===== config.mk =====
export PLATFORM = sky130hd
export DESIGN_NAME = mips_mc_ctrl_flat
export DESIGN_NICKNAME = d
export VERILOG_FILES = /design/src/rtl/mips_ctrl_pkg.sv /design/src/rtl/mips_mc_ctrl_if.sv /design/src/rtl/mips_funct_dec.sv /design/src/rtl/mips_mc_ctrl.sv /design/src/flat_wrapper.sv
export SDC_FILE = /design/constraint.sdc
export NUM_CORES = 1
export LEC_CHECK = 0
export CORE_ASPECT_RATIO = 1.4
export CORE_MARGIN = 2
export CORE_UTILIZATION = 45
export CTS_BUF_LIST = sky130_fd_sc_hd__clkbuf_8
export DETAILED_ROUTE_END_ITERATION = 10
export PLACE_DENSITY = 0.83
export SETUP_SLACK_MARGIN = 0.5
export SKIP_CTS_REPAIR_TIMING = 1
export SYNTH_ARGS = -nofsm -noshare
export SYNTH_HDL_FRONTEND = slang
export SYNTH_HIERARCHICAL = 1
export SYNTH_SLANG_ARGS = --single-unit

===== constraint.sdc =====
create_clock -name clk -period 3.6 [get_ports clk]
set_input_delay 0.72 -clock clk [delete_from_list [all_inputs] [get_ports clk]]
set_output_delay 0.72 -clock clk [all_outputs]
set_load 0.01 [all_outputs]

===== src/rtl/mips_ctrl_pkg.sv =====
// Shared encodings for the multi-cycle MIPS controller: ALU codes, opcode/funct
// values, mux selects and FSM states.
package mips_ctrl_pkg;

  localparam logic [3:0] ALU_AND = 4'b0000;
  localparam logic [3:0] ALU_OR  = 4'b0001;
  localparam logic [3:0] ALU_ADD = 4'b1010;
  localparam logic [3:0] ALU_SUB = 4'b1110;
  localparam logic [3:0] ALU_SLT = 4'b0101;
  localparam logic [3:0] ALU_NOR = 4'b0011;

  localparam logic [5:0] OP_RTYPE = 6'b000000;
  localparam logic [5:0] OP_LW    = 6'b100011;
  localparam logic [5:0] OP_SW    = 6'b101011;
  localparam logic [5:0] OP_BEQ   = 6'b000100;
  localparam logic [5:0] OP_J     = 6'b000010;
  localparam logic [5:0] OP_ADDI  = 6'b001000;
  localparam logic [5:0] OP_ANDI  = 6'b001100;
  localparam logic [5:0] OP_ORI   = 6'b001101;
  localparam logic [5:0] OP_SLTI  = 6'b001010;

  localparam logic [5:0] FN_ADD = 6'b100000;
  localparam logic [5:0] FN_SUB = 6'b100010;
  localparam logic [5:0] FN_AND = 6'b100100;
  localparam logic [5:0] FN_OR  = 6'b100101;
  localparam logic [5:0] FN_NOR = 6'b100111;
  localparam logic [5:0] FN_SLT = 6'b101010;

  localparam logic [1:0] SRCB_REGB  = 2'b00;
  localparam logic [1:0] SRCB_FOUR  = 2'b01;
  localparam logic [1:0] SRCB_IMM   = 2'b10;
  localparam logic [1:0] SRCB_IMMSH = 2'b11;

  localparam logic [1:0] PCS_ALU    = 2'b00;
  localparam logic [1:0] PCS_ALUOUT = 2'b01;
  localparam logic [1:0] PCS_JUMP   = 2'b10;

  typedef enum logic [3:0] {
    S_FETCH, S_DECODE, S_MEMADR, S_MEMRD, S_MEMWB, S_MEMWR,
    S_RTYPE, S_RTYPEWB, S_BEQ, S_JUMP, S_IMMEX, S_IMMWB, S_ILLEGAL
  } state_t;

  // Immediate ALU ops reuse the funct decoder via their R-type equivalent.
  function automatic logic [5:0] imm_funct(input logic [5:0] op);
    case (op)
      OP_ADDI: return FN_ADD;
      OP_ANDI: return FN_AND;
      OP_ORI:  return FN_OR;
      OP_SLTI: return FN_SLT;
      default: return 6'b000000;
    endcase
  endfunction

endpackage


===== src/rtl/mips_mc_ctrl_if.sv =====
// Controller <-> datapath signal bundle. master = control unit, slave = datapath.
interface mips_mc_ctrl_if;
  logic [5:0] Op;
  logic [5:0] Funct;
  logic       Zero;
  logic [3:0] ALUCtl;
  logic       ALUSrcA;
  logic [1:0] ALUSrcB;
  logic [1:0] PCSource;
  logic       PCEn;
  logic       IorD;
  logic       MemRead;
  logic       MemWrite;
  logic       IRWrite;
  logic       RegDst;
  logic       MemtoReg;
  logic       RegWrite;
  logic       IllegalOp;

  modport master (
    input  Op, Funct, Zero,
    output ALUCtl, ALUSrcA, ALUSrcB, PCSource, PCEn, IorD, MemRead,
           MemWrite, IRWrite, RegDst, MemtoReg, RegWrite, IllegalOp
  );

  modport slave (
    output Op, Funct, Zero,
    input  ALUCtl, ALUSrcA, ALUSrcB, PCSource, PCEn, IorD, MemRead,
           MemWrite, IRWrite, RegDst, MemtoReg, RegWrite, IllegalOp
  );
endinterface


===== src/rtl/mips_funct_dec.sv =====
// Combinational R-type funct decoder: ALU operation code plus a legal flag.
module mips_funct_dec
  import mips_ctrl_pkg::*;
(
  input  logic [5:0] i_funct,
  output logic [3:0] o_aluctl,
  output logic       o_legal
);

  always_comb begin
    o_aluctl = ALU_ADD;
    o_legal  = 1'b1;
    case (i_funct)
      FN_ADD:  o_aluctl = ALU_ADD;
      FN_SUB:  o_aluctl = ALU_SUB;
      FN_AND:  o_aluctl = ALU_AND;
      FN_OR:   o_aluctl = ALU_OR;
      FN_NOR:  o_aluctl = ALU_NOR;
      FN_SLT:  o_aluctl = ALU_SLT;
      default: o_legal  = 1'b0;
    endcase
  end

endmodule


===== src/rtl/mips_mc_ctrl.sv =====
// Multi-cycle MIPS control unit: Moore FSM plus memory-wait counter.
// Define IMM_ALU_EN to add addi/andi/ori/slti support (IMMEX/IMMWB states).
module mips_mc_ctrl
  import mips_ctrl_pkg::*;
#(
  parameter int unsigned MEM_WAIT = 0
) (
  input logic            clk,
  input logic            rst,
  mips_mc_ctrl_if.master bus
);

  localparam logic [3:0] LAST = 4'(MEM_WAIT);

  state_t     r_state, w_next;
  logic [3:0] r_cnt, r_alu;
  logic       r_fn_ok, r_lw;
  logic [5:0] w_dec_fn;
  logic [3:0] w_dec_alu;
  logic       w_dec_ok, w_mem_state, w_last;
  logic       w_pcwrite, w_pccond, w_irw, w_regw, w_memw;

  assign w_mem_state = (r_state == S_FETCH) || (r_state == S_MEMRD) || (r_state == S_MEMWR);
  assign w_last      = (r_cnt == LAST);

`ifdef IMM_ALU_EN
  assign w_dec_fn = (bus.Op == OP_RTYPE) ? bus.Funct : imm_funct(bus.Op);
`else
  assign w_dec_fn = bus.Funct;
`endif

  mips_funct_dec u_fdec (
    .i_funct  (w_dec_fn),
    .o_aluctl (w_dec_alu),
    .o_legal  (w_dec_ok)
  );

  // ALU code and load/store kind are captured in DECODE so every later
  // state decodes from registers only.
  always_ff @(posedge clk or posedge rst) begin
    if (rst) begin
      r_state <= S_FETCH;
      r_cnt   <= '0;
      r_alu   <= ALU_ADD;
      r_fn_ok <= 1'b0;
      r_lw    <= 1'b0;
    end else begin
      r_state <= w_next;
      r_cnt   <= (w_mem_state && !w_last) ? r_cnt + 4'd1 : '0;
      if (r_state == S_DECODE) begin
        r_alu   <= w_dec_alu;
        r_fn_ok <= w_dec_ok;
        r_lw    <= (bus.Op == OP_LW);
      end
    end
  end

  always_comb begin
    w_next       = r_state;
    bus.ALUCtl   = ALU_ADD;
    bus.ALUSrcA  = 1'b0;
    bus.ALUSrcB  = SRCB_REGB;
    bus.PCSource = PCS_ALU;
    bus.IorD     = 1'b0;
    bus.MemRead  = 1'b0;
    bus.RegDst   = 1'b0;
    bus.MemtoReg = 1'b0;
    w_pcwrite    = 1'b0;
    w_pccond     = 1'b0;
    w_irw        = 1'b0;
    w_regw       = 1'b0;
    w_memw       = 1'b0;
    case (r_state)
      S_FETCH: begin
        bus.MemRead = 1'b1;
        bus.ALUSrcB = SRCB_FOUR;
        if (w_last) begin
          w_irw     = 1'b1;
          w_pcwrite = 1'b1;
          w_next    = S_DECODE;
        end
      end
      S_DECODE: begin
        bus.ALUSrcB = SRCB_IMMSH;
        case (bus.Op)
          OP_LW, OP_SW: w_next = S_MEMADR;
          OP_RTYPE:     w_next = S_RTYPE;
          OP_BEQ:       w_next = S_BEQ;
          OP_J:         w_next = S_JUMP;
          default: begin
            w_next = S_ILLEGAL;
`ifdef IMM_ALU_EN
            if (w_dec_ok) w_next = S_IMMEX;
`endif
          end
        endcase
      end
      S_MEMADR: begin
        bus.ALUSrcA = 1'b1;
        bus.ALUSrcB = SRCB_IMM;
        w_next      = r_lw ? S_MEMRD : S_MEMWR;
      end
      S_MEMRD: begin
        bus.MemRead = 1'b1;
        bus.IorD    = 1'b1;
        if (w_last) w_next = S_MEMWB;
      end
      S_MEMWB: begin
        w_regw       = 1'b1;
        bus.MemtoReg = 1'b1;
        w_next       = S_FETCH;
      end
      S_MEMWR: begin
        bus.IorD = 1'b1;
        if (w_last) begin
          w_memw = 1'b1;
          w_next = S_FETCH;
        end
      end
      S_RTYPE: begin
        bus.ALUSrcA = 1'b1;
        bus.ALUCtl  = r_alu;
        w_next      = r_fn_ok ? S_RTYPEWB : S_ILLEGAL;
      end
      S_RTYPEWB: begin
        bus.ALUCtl = r_alu;
        bus.RegDst = 1'b1;
        w_regw     = 1'b1;
        w_next     = S_FETCH;
      end
      S_BEQ: begin
        bus.ALUSrcA  = 1'b1;
        bus.ALUCtl   = ALU_SUB;
        bus.PCSource = PCS_ALUOUT;
        w_pccond     = 1'b1;
        w_next       = S_FETCH;
      end
      S_JUMP: begin
        bus.PCSource = PCS_JUMP;
        w_pcwrite    = 1'b1;
        w_next       = S_FETCH;
      end
      S_IMMEX: begin
        bus.ALUSrcA = 1'b1;
        bus.ALUSrcB = SRCB_IMM;
        bus.ALUCtl  = r_alu;
        w_next      = S_IMMWB;
      end
      S_IMMWB: begin
        bus.ALUCtl = r_alu;
        w_regw     = 1'b1;
        w_next     = S_FETCH;
      end
      S_ILLEGAL: w_next = S_ILLEGAL;
      default:   w_next = S_FETCH;
    endcase
  end

  assign bus.PCEn      = ~rst & (w_pcwrite | (w_pccond & bus.Zero));
  assign bus.IRWrite   = ~rst & w_irw;
  assign bus.RegWrite  = ~rst & w_regw;
  assign bus.MemWrite  = ~rst & w_memw;
  assign bus.IllegalOp = (r_state == S_ILLEGAL);

endmodule


===== src/flat_wrapper.sv =====
// flat-port wrapper written by rule: the top's interface ports become plain ports
module mips_mc_ctrl_flat import mips_ctrl_pkg::*;
#(
  parameter int unsigned MEM_WAIT = 0
)
  (clk, rst, bus_Op, bus_Funct, bus_Zero, bus_ALUCtl, bus_ALUSrcA, bus_ALUSrcB, bus_PCSource, bus_PCEn, bus_IorD, bus_MemRead, bus_MemWrite, bus_IRWrite, bus_RegDst, bus_MemtoReg, bus_RegWrite, bus_IllegalOp);
  mips_mc_ctrl_if bus_i ();
  input logic clk;
  input logic rst;
  input wire logic [$bits(bus_i.Op)-1:0] bus_Op;
  input wire logic [$bits(bus_i.Funct)-1:0] bus_Funct;
  input wire logic [$bits(bus_i.Zero)-1:0] bus_Zero;
  output wire logic [$bits(bus_i.ALUCtl)-1:0] bus_ALUCtl;
  output wire logic [$bits(bus_i.ALUSrcA)-1:0] bus_ALUSrcA;
  output wire logic [$bits(bus_i.ALUSrcB)-1:0] bus_ALUSrcB;
  output wire logic [$bits(bus_i.PCSource)-1:0] bus_PCSource;
  output wire logic [$bits(bus_i.PCEn)-1:0] bus_PCEn;
  output wire logic [$bits(bus_i.IorD)-1:0] bus_IorD;
  output wire logic [$bits(bus_i.MemRead)-1:0] bus_MemRead;
  output wire logic [$bits(bus_i.MemWrite)-1:0] bus_MemWrite;
  output wire logic [$bits(bus_i.IRWrite)-1:0] bus_IRWrite;
  output wire logic [$bits(bus_i.RegDst)-1:0] bus_RegDst;
  output wire logic [$bits(bus_i.MemtoReg)-1:0] bus_MemtoReg;
  output wire logic [$bits(bus_i.RegWrite)-1:0] bus_RegWrite;
  output wire logic [$bits(bus_i.IllegalOp)-1:0] bus_IllegalOp;
  assign bus_i.Op = bus_Op;
  assign bus_i.Funct = bus_Funct;
  assign bus_i.Zero = bus_Zero;
  assign bus_ALUCtl = bus_i.ALUCtl;
  assign bus_ALUSrcA = bus_i.ALUSrcA;
  assign bus_ALUSrcB = bus_i.ALUSrcB;
  assign bus_PCSource = bus_i.PCSource;
  assign bus_PCEn = bus_i.PCEn;
  assign bus_IorD = bus_i.IorD;
  assign bus_MemRead = bus_i.MemRead;
  assign bus_MemWrite = bus_i.MemWrite;
  assign bus_IRWrite = bus_i.IRWrite;
  assign bus_RegDst = bus_i.RegDst;
  assign bus_MemtoReg = bus_i.MemtoReg;
  assign bus_RegWrite = bus_i.RegWrite;
  assign bus_IllegalOp = bus_i.IllegalOp;
  mips_mc_ctrl #(.MEM_WAIT(MEM_WAIT)) u_core (.clk(clk), .rst(rst), .bus(bus_i));
endmodule

==> qor.yml <==
synth:
  synthFlopType: "sky130_fd_sc_hd__dfrtp_1"
  ys_ff_latch: 14
  synth-seq-area-share_pct: 30.3
  post_synth_inst_count: 144
  synth_cell_types: 46
  yosys_warnings: 6
  synth_area_per_cell_sq_um: 8.09
  synthArstFlopShare_pct: 100
  synthesis.area_sq_mm: 0.00116
  number_of_synthesized_flops_with_an_enable_pin: 0
  mappedNetlistNets: 161
cells_and_area:
  flow.area_growth_from_synthesis_pct: 31.1
  antenna-diode-count: 0
  nets: 190
  layout.filler_cells: 217
  area.sequential_sq_um: 353
  drive_gt1_share_pct: 8.72
  multiInputGateArea_sq_um: 722
  layout.cells.most_common_list: "sky130_fd_sc_hd__clkdlybuf4s50_1 (32), sky130_fd_sc_hd__nor2_1 (15), sky130_fd_sc_hd__dfrtp_1 (12)"
  final_common_cell: "sky130_fd_sc_hd__clkdlybuf4s50_1"
timing:
  grt_setup_unrepaired: "no"
  final_report_setup_violation_count: 0
  max_freq_mhz: 340
  hold_slack_ns: 0.494
  hold_viol: 0
  slew-limit-headroom_pct: 54.3
  aggregate_negative_setup_slack_ns: 0
  worst_pin_slew_ns: 0.686
  drv_slew: 0
  clock_skew_ns: 0.00571
  final_min_period_over_clock_period_pct: 81.6
  layout_min_cycle_time_ns: 2.94
  post-route-worst-setup-slack_ns: 0.662
route:
  drcViolationCount: 0
  number_of_vias_after_detailed_routing: 1145
  detailedRoute.firstPassIterationCount: 4
  detail-route-antenna-nets: 0
  wl_per_cell_microns: 12.8
  drt_wl_total_mm: 2.65
  detail_route.vias_per_cell: 5.56
  detailedRoute.firstIterationViolations: 37
floorplan:
  ios: 33
  coreArea_sq_mm: 0.00242
  die_width_microns: 47
  die_area_sq_mm: 0.00302
  fp.dieH_microns: 64.2
  floorplan.initialDensity_pct: 48.2
  cell_rows: 21
grt:
  largest_net_degree_at_the_start_of_global_routing: 23
  grt_pass1_wl_mm: 4.57
  track_usage_pct: 20.3
  gr-total-overflow: 0
  number_of_global_route_vias_before_repair: 1113
  antenna_found_initial: 0
cts:
  cts_clock_pin_slew_for_the_worst_setup_and_hold_paths_ns: 0.06
  clock-sinks: 14
  cts_tree: "done"
  cts_htree_levels: 1
  ctsLongestPathBuffers: 2
  worstSkewPairLatency_ns: 0.24
  clock_tree.root_cell: "sky130_fd_sc_hd__clkbuf_8"
  numCtsBuffers: 3
worst_hold_path:
  hp-class: "reg -> reg"
power_and_ir_drop:
  power-per-cell-area_mw_per_mm2: 534
  vdd_ir_drop_max_v: 0.000312
  leakage_dissipation_nw: 0.592
critical_path:
  timing.critical_path.fanout_max: 20
  reg2reg_setup_slack_ns: 1.56
  crit_path_start_kind: "flop"
  worst_ep_arrival_time_ns: 2.22
  worst-setup-path-type: "reg -> out"
  critPathRequiredTime_ns: 2.88
  worstSetupEndpointType: "output pin"
placed_design:
  hpwl_mm: 2.09
  numPortBuffers: 32
  dpl_worst_slack_ns: 0.767
  place.gp.congestion: 0.742
flow_run:
  maxCapViolCount: 0
run_status:
  status: "complete, no violations"
-- synthesized netlist by cell type (3+ instances only) --
| cell | n | area share [%] |
|---|---|---|
| sky130_fd_sc_hd__o21ai_1 | 10 | 4.3 |
| sky130_fd_sc_hd__nor2_1 | 15 | 4.8 |
| sky130_fd_sc_hd__buf_2 | 3 | 1.3 |
| sky130_fd_sc_hd__a21oi_1 | 10 | 4.3 |
| sky130_fd_sc_hd__dfrtp_1 | 12 | 26 |
| sky130_fd_sc_hd__nand2_1 | 9 | 2.9 |
| sky130_fd_sc_hd__mux2_1 | 3 | 2.9 |
| sky130_fd_sc_hd__nor2b_1 | 4 | 2.1 |
| sky130_fd_sc_hd__nand3_1 | 7 | 3.0 |
| sky130_fd_sc_hd__nor3_1 | 6 | 2.6 |
| sky130_fd_sc_hd__inv_1 | 10 | 3.2 |
| sky130_fd_sc_hd__nand2b_1 | 10 | 5.4 |
-- metal layers --
metal | part of all wire, % | vias to the layer above | track usage (%)
li1 | - | 566 | -
met1 | 38 | 546 | 21.7
met2 | 57 | 29 | 36.6
met3 | 3.9 | 4 | 2.82
met4 | 1.4 | 0 | 9.03
met5 | 0 | - | 0
-- sequential cells by signal (all words and copies together) (netlist names) --
name            flops
u_core/r_state      4
u_core/r_lw         1
u_core/r_cnt        4
u_core/r_fn_ok      1
u_core/r_alu        4
-- where the power goes --
part | internal [mW] | switching, mW | leakage [nW] | total, mW
logic | 0.233 | 0.205 | 0.381 | 0.438
registers | 0.190 | 0.0614 | 0.184 | 0.251
clock network | 0.0752 | 0.0525 | 0.0269 | 0.128
total | 0.498 | 0.319 | 0.592 | 0.817
-- critical path: stages (launching register included) --
cell                              delay (ns)
sky130_fd_sc_hd__dfrtp_1                0.61
sky130_fd_sc_hd__nor2b_1                0.43
sky130_fd_sc_hd__o21ai_1                0.20
sky130_fd_sc_hd__or2_1                  0.27
sky130_fd_sc_hd__clkdlybuf4s50_1        0.48
-- path summary, 6_finish.rpt --
kind	startpoint	to	depth (start not counted)
setup / recovery	u_core/r_state[3]$_DFFE_PP0P_	bus_ALUCtl[3]	4
hold / removal	u_core/r_cnt[0]$_DFF_PP0_	u_core/r_cnt[0]$_DFF_PP0_	1
setup reg to reg	u_core/r_state[3]$_DFFE_PP0P_	u_core/r_state[0]$_DFFE_PP0P_	4
hold reg to reg	u_core/r_cnt[0]$_DFF_PP0_	u_core/r_cnt[0]$_DFF_PP0_	1
max in group asynchronous	rst	u_core/r_alu[3]$_DFFE_PP1P_	2
min in group asynchronous	rst	u_core/r_state[0]$_DFFE_PP0P_	2
-- cell type report --
| cell class | count | share of cell area, % |
|---|---|---|
| multi-input combinational | 111 | 47.3 |
| timing repair buffer | 33 | 21.5 |
| inverter | 10 | 2.46 |
| clock inverter | 1 | 0.246 |
| sequential | 14 | 23.1 |
| clock buffer | 3 | 2.70 |
| tap | 34 | 2.78 |
-- logic make-up (layout without fill, tap and decap cells) --
kind of cell	after synthesis	count (layout)	share of synthesized area [%]
compound gates	35	35	20.2
simple gates	67	67	33.6
mux	4	4	3.76
buf+inv	19	47	7.73
flops	14	14	30.3
fa+ha+maj	2	2	2.15
xor+xnor	3	3	2.26
-- through the flow --
step	util (%)	std cells	instance area, sq um	total power, mW
floorplan	-	144	1160	0.543
global placement	61.3	202	1480	0.683
detailed placement	61.3	202	1480	0.694
CTS	63.2	206	1530	0.828
global route	63.2	206	1530	0.886
finish	63.2	206	1530	0.817
(Power assumes the default switching activity.)
